--- config.mk ---
export PLATFORM = sky130hd
export DESIGN_NAME = pc_fetch_unit
export DESIGN_NICKNAME = d
export VERILOG_FILES = /design/src/rtl/pc_fetch_unit.sv
export SDC_FILE = /design/constraint.sdc
export NUM_CORES = 1
export LEC_CHECK = 0
export ABC_AREA = 1
export BUFFER_PORTS_ARGS = -buffer_cell sky130_fd_sc_hd__buf_4
export CORE_ASPECT_RATIO = 0.6
export CORE_UTILIZATION = 40
export CTS_CLUSTER_DIAMETER = 30
export CTS_CLUSTER_SIZE = 28
export DETAILED_ROUTE_END_ITERATION = 8
export PLACE_DENSITY = 0.69
export SYNTH_ARGS = -nofsm -noshare
export SYNTH_HDL_FRONTEND = slang
export SYNTH_SLANG_ARGS = --single-unit
export TNS_END_PERCENT = 5
--- constraint.sdc ---
create_clock -name clock -period 3.6 [get_ports clock]
set_clock_uncertainty 0.1 [all_clocks]
set_input_delay 0.54 -clock clock [delete_from_list [all_inputs] [get_ports clock]]
set_output_delay 0.54 -clock clock [all_outputs]
set_load 0.02 [all_outputs]
--- src/rtl/pc_fetch_unit.sv ---
// pc_fetch_unit
// Program-counter and fetch-control stage in front of a 1-cycle-latency
// instruction memory. Chooses the next PC (sequential, branch, jump or
// jump-register), drives the word index to the memory, and tracks the PC
// and valid bit of the instruction that the memory is presenting to decode.
module pc_fetch_unit #(
    parameter logic [31:0] RESET_PC   = 32'h0000_0000,
    parameter int          IMEM_DEPTH = 32
) (
    input  logic        clock,
    input  logic        reset,
    input  logic        stall,
    input  logic        branch_taken,
    input  logic [31:0] branch_target,
    input  logic        jump,
    input  logic [25:0] jump_index,
    input  logic        jr,
    input  logic [31:0] jr_target,
    output logic [31:0] pc,
    output logic [31:0] imem_addr,
    output logic [31:0] fetch_pc,
    output logic [31:0] fetch_pc_plus4,
    output logic        fetch_valid,
    output logic        pc_oor,
    output logic        misalign_err
);

    // Number of word-index bits the memory actually decodes.
    localparam int          IDX_W   = $clog2(IMEM_DEPTH);
    localparam logic [31:0] DEPTH_W = 32'(IMEM_DEPTH);

    logic [31:0] pc_reg;
    logic [31:0] pc_next;
    logic [31:0] fetch_pc_reg;
    logic [31:0] fetch_pc_next;
    logic        fetch_valid_reg;
    logic        fetch_valid_next;
    logic        misalign_reg;
    logic        misalign_next;

    logic        redirect;
    logic [31:0] jump_target;
    logic [31:0] redirect_target;
    logic [31:0] pc_plus4;
    logic [31:0] word_index;

    assign redirect    = jr | jump | branch_taken;
    assign pc_plus4    = pc_reg + 32'd4;
    // Jumps are relative to the 256 MB region of the instruction in decode,
    // which is the one whose link value is fetch_pc + 4.
    assign jump_target = {fetch_pc_plus4[31:28], jump_index, 2'b00};
    assign word_index  = {2'b00, pc_reg[31:2]};

    // Select the winning redirect target: jr beats jump beats branch.
    always_comb begin
        redirect_target = branch_target;
        if (jr) begin
            redirect_target = jr_target;
        end else if (jump) begin
            redirect_target = jump_target;
        end
    end

    // Next-state for pc, fetch slot tracking and the sticky misalign flag.
    always_comb begin
        pc_next          = pc_plus4;
        fetch_pc_next    = fetch_pc_reg;
        fetch_valid_next = 1'b1;
        misalign_next    = misalign_reg;

        if (redirect) begin
            // Targets are always loaded word-aligned; a bad low pair is latched.
            pc_next          = {redirect_target[31:2], 2'b00};
            fetch_pc_next    = pc_reg;
            fetch_valid_next = 1'b0;
            if (redirect_target[1:0] != 2'b00) begin
                misalign_next = 1'b1;
            end
        end else if (stall) begin
            pc_next          = pc_reg;
            fetch_pc_next    = fetch_pc_reg;
            fetch_valid_next = fetch_valid_reg;
        end else begin
            pc_next          = pc_plus4;
            fetch_pc_next    = pc_reg;
            fetch_valid_next = 1'b1;
        end
    end

    // State registers with synchronous reset; reset wins over stall and redirects.
    always_ff @(posedge clock) begin
        if (reset) begin
            pc_reg          <= RESET_PC;
            fetch_pc_reg    <= RESET_PC;
            fetch_valid_reg <= 1'b0;
            misalign_reg    <= 1'b0;
        end else begin
            pc_reg          <= pc_next;
            fetch_pc_reg    <= fetch_pc_next;
            fetch_valid_reg <= fetch_valid_next;
            misalign_reg    <= misalign_next;
        end
    end

    // Word index modulo the (power-of-two) memory depth: keep the low IDX_W
    // bits of pc[31:2] and zero the rest, so out-of-range PCs alias.
    for (genvar gi = 0; gi < 32; gi++) begin : g_imem_addr
        if (gi < IDX_W) begin : g_live
            assign imem_addr[gi] = pc_reg[gi+2];
        end else begin : g_zero
            assign imem_addr[gi] = 1'b0;
        end
    end

    assign pc             = pc_reg;
    assign fetch_pc       = fetch_pc_reg;
    assign fetch_pc_plus4 = fetch_pc_reg + 32'd4;
    assign fetch_valid    = fetch_valid_reg;
    assign misalign_err   = misalign_reg;
    // Informational only: fetch continues with the aliased index.
    assign pc_oor         = (word_index >= DEPTH_W);

endmodule

# Yosys cells after proc, flatten, opt, wreduce, memory -nomap -nowiden
# Index checks and enable logic that the tools add are counted.
[totals]
register_bits = 66
output_inout_bits = 131
elab_cells = 20
[classes]
n_addsub = 2
order_cmp = 1
eq_ne = 1
n_mux = 6
bitwise = 2
n_reduce_logical = 3
[ops]
columns = ["operator", "count"]
rows = [
  ["32-bit 2-to-1 mux", 6],
  ["32-bit by 3-bit adder with 32-bit output, second input constant", 2],
  ["30-bit by 6-bit >= comparator with 1-bit output, second input constant", 1],
  ["2-bit by 1-bit inequality test with 1-bit output, second input constant", 1],
  ["1-bit bitwise OR", 2],
  ["2-bit AND reduction", 1],
  ["2-bit nonzero test", 1],
  ["2-bit OR reduction", 1],
]

# Depth between registers and ports, before layout
# Gate-level depths: netlist (run 1).
[depth]
ltp_word = 5
depth_mapped = 12
mapped_depth_nobuf = 12

# Least setup slack after synthesis (run 1)
# OpenSTA, ideal clock, no wires.
[synth_path]
kind = "reg-to-output"
startpoint = "register fetch_pc_reg[3] (netlist: fetch_pc[3])"
endpoint = "output fetch_pc_plus4[24]"
arrival_time_ps = 1808
slack_ps = 1152
path_stages_with_launch = 10
path_buffers = 0
cell_sequence = "dfxtp_1 -> ha_1 -> nand2_2 -> nor2_4 -> nand2_2 -> nor2_4 -> inv_2 -> nor2_2 -> nand3_1 -> xnor2_1"
[synth_via]
elab_chain_len = 1
[synth_rtl]
columns = ["item", "line", "rtl"]
rows = [
  ["start, declared", "34", "logic [31:0] fetch_pc_reg;"],
  ["start signal, assigned", "99", "fetch_pc_reg <= fetch_pc_next;"],
  ["32-bit by 3-bit adder with 32-bit output", "117", "assign fetch_pc_plus4 = fetch_pc_reg + 32'd4;"],
  ["end, declared", "22", "output logic [31:0] fetch_pc_plus4,"],
]
# No other way between the ends.

# Worst setup path in the final report (run 1)
[layout_path]
startpoint = "register fetch_pc_reg[15] (netlist: fetch_pc[15])"
endpoint = "output fetch_pc_plus4[25]"
# Same word-level chain as after synthesis.

==> results of run 1 <==
-- worst max-delay path, stage by stage, from the launching register on --
cell and delay (ns):
dfxtp_1 0.43, nand2_1 0.14, nor2_1 0.20, nand2_1 0.12
nor3_1 0.51, nand3_1 0.17, xnor2_1 0.18, buf_4 0.16
-- layout make-up --
class	instances	area [um^2]
fillers	1180	5075
multi-input cells	578	2987
repair buffers	198	1486
flip-flops and latches	62	1241
clock buffers	12	246.5
inverters	54	202.7
well taps	160	200.2
clock inverters	2	10.01
-- per-layer routing --
| layer | vias to the layer above | track usage | wire (um) |
|---|---|---|---|
| met2 | 259 | 0.3966 | 6856 |
| met1 | 2585 | 0.4015 | 8054 |
| met3 | 17 | 0.05359 | 1433 |
| met5 | - | 0 | 0 |
| li1 | 2735 | - | - |
| met4 | 0 | 0.06256 | 174 |
-- where the power goes --
part | internal (mW) | switching [mW]
sequential | 0.742 | 0.0921
clock | 0.474 | 0.298
combinational | 0.254 | 0.353
total | 1.47 | 0.743
-- synthesized netlist by cell type, types with 6 or more instances --
master | n | share of area
nor2_2 | 6 | 0.0079
nand2_1 | 135 | 0.11
dfxtp_1 | 62 | 0.26
buf_4 | 43 | 0.068
o21ai_0 | 84 | 0.088
a21oi_1 | 69 | 0.073
nor2_1 | 84 | 0.066
inv_1 | 49 | 0.039
xor2_1 | 17 | 0.031
nor3_1 | 15 | 0.016
nand2_2 | 10 | 0.013
xnor2_1 | 12 | 0.022
o22ai_1 | 20 | 0.026
nand3_1 | 26 | 0.027
o211ai_1 | 7 | 0.011
nor2_4 | 8 | 0.019
nand4_1 | 13 | 0.017
buf_2 | 11 | 0.012
clkbuf_1 | 14 | 0.011
-- through the flow --
stage	instances	hold WS, ns	power [mW]	area (um^2)	utilization
floorplan	764	0.4658	1.203	4876	-
global placement	1052	0.4030	1.449	6117	0.5343
detailed placement	1052	0.3992	1.449	6117	0.5343
CTS	1066	0.2911	2.215	6374	0.5567
global route	1066	0.2920	2.319	6374	0.5567
finish	1066	0.2985	2.213	6374	0.5567
-- cells by family after synthesis --
kind of cell | after synthesis | share of synthesized area
adders and majority gates | 3 | 0.007894
buffers and inverters | 124 | 0.1363
xor gates and xnor gates | 29 | 0.05341
AOI/OAI and AO/OA | 196 | 0.2231
and+or+nand+nor | 317 | 0.3176
other | 1 | 0.0007885
DFF | 62 | 0.2610
-- worst paths after layout --
path	from	endpoint	slack, ns	depth (start not counted)
setup / recovery	fetch_pc[15]	fetch_pc_plus4[25]	0.71	7
hold / removal	reset	misalign_err	0.30	2
setup reg to reg	pc[2]	pc[20]	1.67	9
hold reg to reg	misalign_err	misalign_err	0.41	2
==> qor.csv, run 1 <==
stage;metric;value;unit
routing;vias;5596;
final_layout;layout-drive-gt1-share;0.2804;
clock_tree;clkLatencyLatePin;0.33;ns
timing;slew_viol_final;0;
timing;rsz0062_at_grt;no;
worst_setup_path;crit_type;flop to output port;
clock_tree;htreeDepth;3;
routing;route.detailed.drc;0;
floorplanning;die_width;142.8;um
timing;max_freq;345.7;MHz
pwr;leakage;2.804;nW
clock_tree;cts.sinks;62;
clock_tree;cts_setup_buffers;0;
floorplanning;ios;227;
floorplanning;die_area;12340;um^2
run_status;status;complete, no violations;
global_routing;gr-total-overflow;0;
clock_tree;root_buffer;clkbuf_16;
timing;layout_setup_ws;0.7077;ns
floorplanning;die_h;86.46;um
routing;drt_pass1_iterations;6;
final_layout;mostFrequentLayoutCell;buf_4;
final_layout;area_delta_synth_final;34.02;%
worst_setup_path;critPathRequiredTime;2.96;ns
worst_setup_path;critPathArrivalTime;2.25;ns
routing;wirelength;16.52;mm
timing;tns;0;ns
placement;portBuffers;193;
global_routing;grt_pass1_wl;25.91;mm
synth;synth.distinct_cells;42;
hold_path;hp-class;input port to flop;
routing;wl_per_cell;15.50;um
global_routing;grt_pass1_vias;5000;
routing;via_per_inst;5.250;
clock_tree;cts-buffers-inserted;9;
synth;yosysWarnings;0;
floorplanning;fp.coreArea;11450;um^2
floorplanning;fp-row-count;30;
final_layout;final_nets;1002;
synth;netlist_instances;732;
clock_tree;cts-resized-gates;0;
routing;drtAntennaViolNets;0;
worst_setup_path;cp_max_fo;5;
timing;tightest_slew;1.121;ns
clock_tree;cts_max_path_buffers;2;
synth;async_flop_share;0;
clock_tree;clk_pin_slew;0.05;ns
job;cap_violations;0;
placement;dp_slack;1.028;ns
pwr;power.density;347.3;nW/um^2
timing;slew_headroom;0.2519;
clock_tree;cts_tree;done;
global_routing;grt_use_total;0.2700;
timing;finalSetupViolations;0;
synth;synthesis.area;4756;um^2
synth;avgSynthCellArea;6.497;um^2
synth;synth_top_flop_cell;dfxtp_1;
floorplanning;start_util;0.4154;
routing;dr.first_iter.drc_count;443;
timing;hold_violations;0;
timing;fin_crit_sh;0.8034;
synth;ys_ff_latch;62;
pwr;peakVddDrop;237.0;uV
synth;yosysSeqAreaShare;0.2610;
final_layout;antenna-diode-count;0;
timing;min_period;2.892;ns
clock_tree;hold_buffers;0;
global_routing;grt_max_degree;81;
worst_setup_path;crit_path_start_kind;flop;
placement;globalplace.congestion;0.9335;
placement;dpl.hpwl;12.76;mm
synth;synth_edf_count;0;
final_layout;mostFrequentLayoutCells;buf_4, nand2_1, nor2_1, o21ai_0, a21oi_1;
worst_setup_path;endpoint_kind;output port;
global_routing;antenna_found_initial;0;
Power figures use the tool's default switching activity.
==> run 2: changes to the inputs <==
PLACE_DENSITY = 0.71   (was 0.69)
clock period = 2.4 ns   (was 3.6 ns; I/O delays follow)
==> qor.csv, run 2 (synthesis results as in run 1) <==
stage;metric;value;unit;change
run_status;status;complete, no violations;;
pwr;power.density;555.2;nW/um^2;+60%
worst_setup_path;worst_r2r_startpoint;pc[2];;
timing;slew_headroom;0.5164;;+0.2645
routing;drt_pass1_iterations;6;;unchanged
routing;wirelength;16.26;mm;-1.5%
pwr;internal-power;2.587;mW;+76%
placement;portBuffers;193;;unchanged
routing;drtAntennaViolNets;0;;unchanged
worst_setup_path;critPathLaunch;fetch_pc[3];;
worst_setup_path;crit_path_start_kind;flop;;
hold_path;hp-class;input port to flop;;
global_routing;grt_pass1_vias;4995;;-0.10%
pwr;swShare;0.3020;;-0.03386
final_layout;final_nets;1013;;+1.1%
routing;dr.first_iter.drc_count;509;;+15%
timing;slew_viol_final;0;;unchanged
final_layout;antenna-diode-count;0;;unchanged
worst_setup_path;endpoint_kind;output port;;
worst_setup_path;crit_type;flop to output port;;
routing;wl_per_cell;15.07;um;-2.7%
pwr;power.switching;1.119;mW;+51%
placement;dpl.hpwl;12.64;mm;-0.93%
floorplanning;die_h;86.46;um;unchanged
clock_tree;hold_buffers;0;;unchanged
clock_tree;clk_pin_slew;0.05;ns;about the same
timing;finalSetupViolations;0;;unchanged
clock_tree;cts.sinks;62;;unchanged
clock_tree;root_buffer;clkbuf_16;;
timing;max_freq;425.4;MHz;
global_routing;grt_max_degree;61;;-25%
final_layout;area_delta_synth_final;40.33;%;
floorplanning;start_util;0.4154;;unchanged
clock_tree;cts_tree;done;;
clock_tree;clkLatencyLatePin;0.33;ns;about the same
timing;rsz0062_at_grt;yes;;
global_routing;grt_use_total;0.2708;;+0.0007589
final_layout;mostFrequentLayoutCell;buf_4;;
clock_tree;cts_max_path_buffers;2;;unchanged
global_routing;grt_pass1_wl;25.96;mm;+0.21%
pwr;power.total;3.706;mW;+67%
final_layout;layout-drive-gt1-share;0.3156;;+0.03521
routing;vias;5544;;-0.93%
final_layout;final_util;0.5830;;+0.02623
final_layout;mostFrequentLayoutCells;buf_4, nand2_1, o21ai_0, nor2_1, a21oi_1;;
floorplanning;fp.coreArea;11450;um^2;unchanged
worst_setup_path;critPathArrivalTime;1.89;ns;-0.36 ns
hold_path;hold_start;reset;;
clock_tree;htreeDepth;3;;unchanged
timing;hold_violations;0;;unchanged
job;cap_violations;0;;unchanged
pwr;p_seq_frac;0.337;;-0.040
timing;fin_crit_sh;0.9795;;
global_routing;antenna_found_initial;0;;unchanged
placement;globalplace.congestion;0.9232;;-1.1%
floorplanning;ios;227;;unchanged
worst_setup_path;critPathRequiredTime;1.94;ns;-1.02 ns
pwr;clkPwrFrac;0.410;;+0.061
routing;route.detailed.drc;0;;unchanged
pwr;peakVddDrop;313.0;uV;+32%
timing;tightest_slew;0.7246;ns;-0.3960 ns
clock_tree;cts-buffers-inserted;9;;unchanged
floorplanning;die_area;12340;um^2;unchanged
worst_setup_path;cp_max_fo;4;;-1
routing;via_per_inst;5.138;;-2.1%
floorplanning;die_width;142.8;um;unchanged
timing;min_period;2.351;ns;
floorplanning;fp-row-count;30;;unchanged
pwr;leakage;2.949;nW;+5.2%
global_routing;gr-total-overflow;0;;unchanged
pwr;p_comb_frac;0.253;;-0.021
run 2: cell count changes in the layout (fill, tap and decap cells not counted), sizes merged:
cell    previous run  this run
bufinv             0         3
clkbuf            12        13
clkinv             2         0
buf              198       209
run 2: per-layer routing:
metal / vias to the layer above / share of wire / global-route usage
li1: 2769 / - / -
met1: 2510 / 0.47 / 0.3907
met2: 248 / 0.42 / 0.3988
met3: 17 / 0.10 / 0.07459
met4: 0 / 0.010 / 0.05767
met5: - / 0 / 0
run 2: through the flow:
step           instance area (um^2)  instances  hold WS, ns  TNS (ns)  setup slack (ns)
6_report                       6674       1079       0.1204         0           0.04926
5_1_grt                        6674       1079       0.1142   -0.1776          -0.05052
4_1_cts                        6623       1078       0.1094         0          0.004811
3_5_place_dp                   6235       1061       0.3665         0            0.2304
3_3_place_gp                   6235       1061       0.3520         0            0.2675
2_1_floorplan                  4876        764       0.3324         0            0.1318
run 2: cell type report:
cell class                      count  area [um^2]
Fill cell                        1127         4775
Multi-Input combinational cell    578         3038
Timing Repair Buffer              209         1619
Sequential cell                    62         1264
Clock buffer                       13        260.3
Inverter                           54        202.7
Tap cell                          160        200.2
Clock inverter                      3        90.09
run 2: path summary, 6_finish.rpt:
check	endpoint	slack (ns)	depth (start not counted)
setup / recovery	fetch_pc_plus4[24]	0.05	10
hold / removal	misalign_err	0.12	2
setup reg to reg	pc[20]	0.52	9
hold reg to reg	misalign_err	0.39	2
run 2: timing repair:
item | 4_1_cts | 5_1_grt
pin swaps | 2 | 3
endpoints found under the setup margin | 6 | 11
resized for setup | 9 | 18
setup buffers | 1 | 1
run 2: power groups by stage:
| stage | Clock, mW | Combinational (mW) | Sequential (mW) |
|---|---|---|---|
| 2_1_floorplan | 0 | 0.475 | 1.33 |
| 4_1_cts | 1.53 | 0.935 | 1.24 |
| 3_3_place_gp | 0 | 0.926 | 1.26 |
| 3_5_place_dp | 0 | 0.929 | 1.26 |
| 6_report | 1.52 | 0.938 | 1.25 |
| 5_1_grt | 1.59 | 1.02 | 1.26 |
run 2: critical path, stage by stage (launching register included):
cell	delay, ns
dfxtp_4	0.37
ha_4	0.14
nand2_2	0.06
nor2_4	0.12
nand2_4	0.08
nor2_4	0.16
inv_2	0.09
nor2_4	0.12
nand3_2	0.09
xnor2_1	0.17
buf_4	0.16
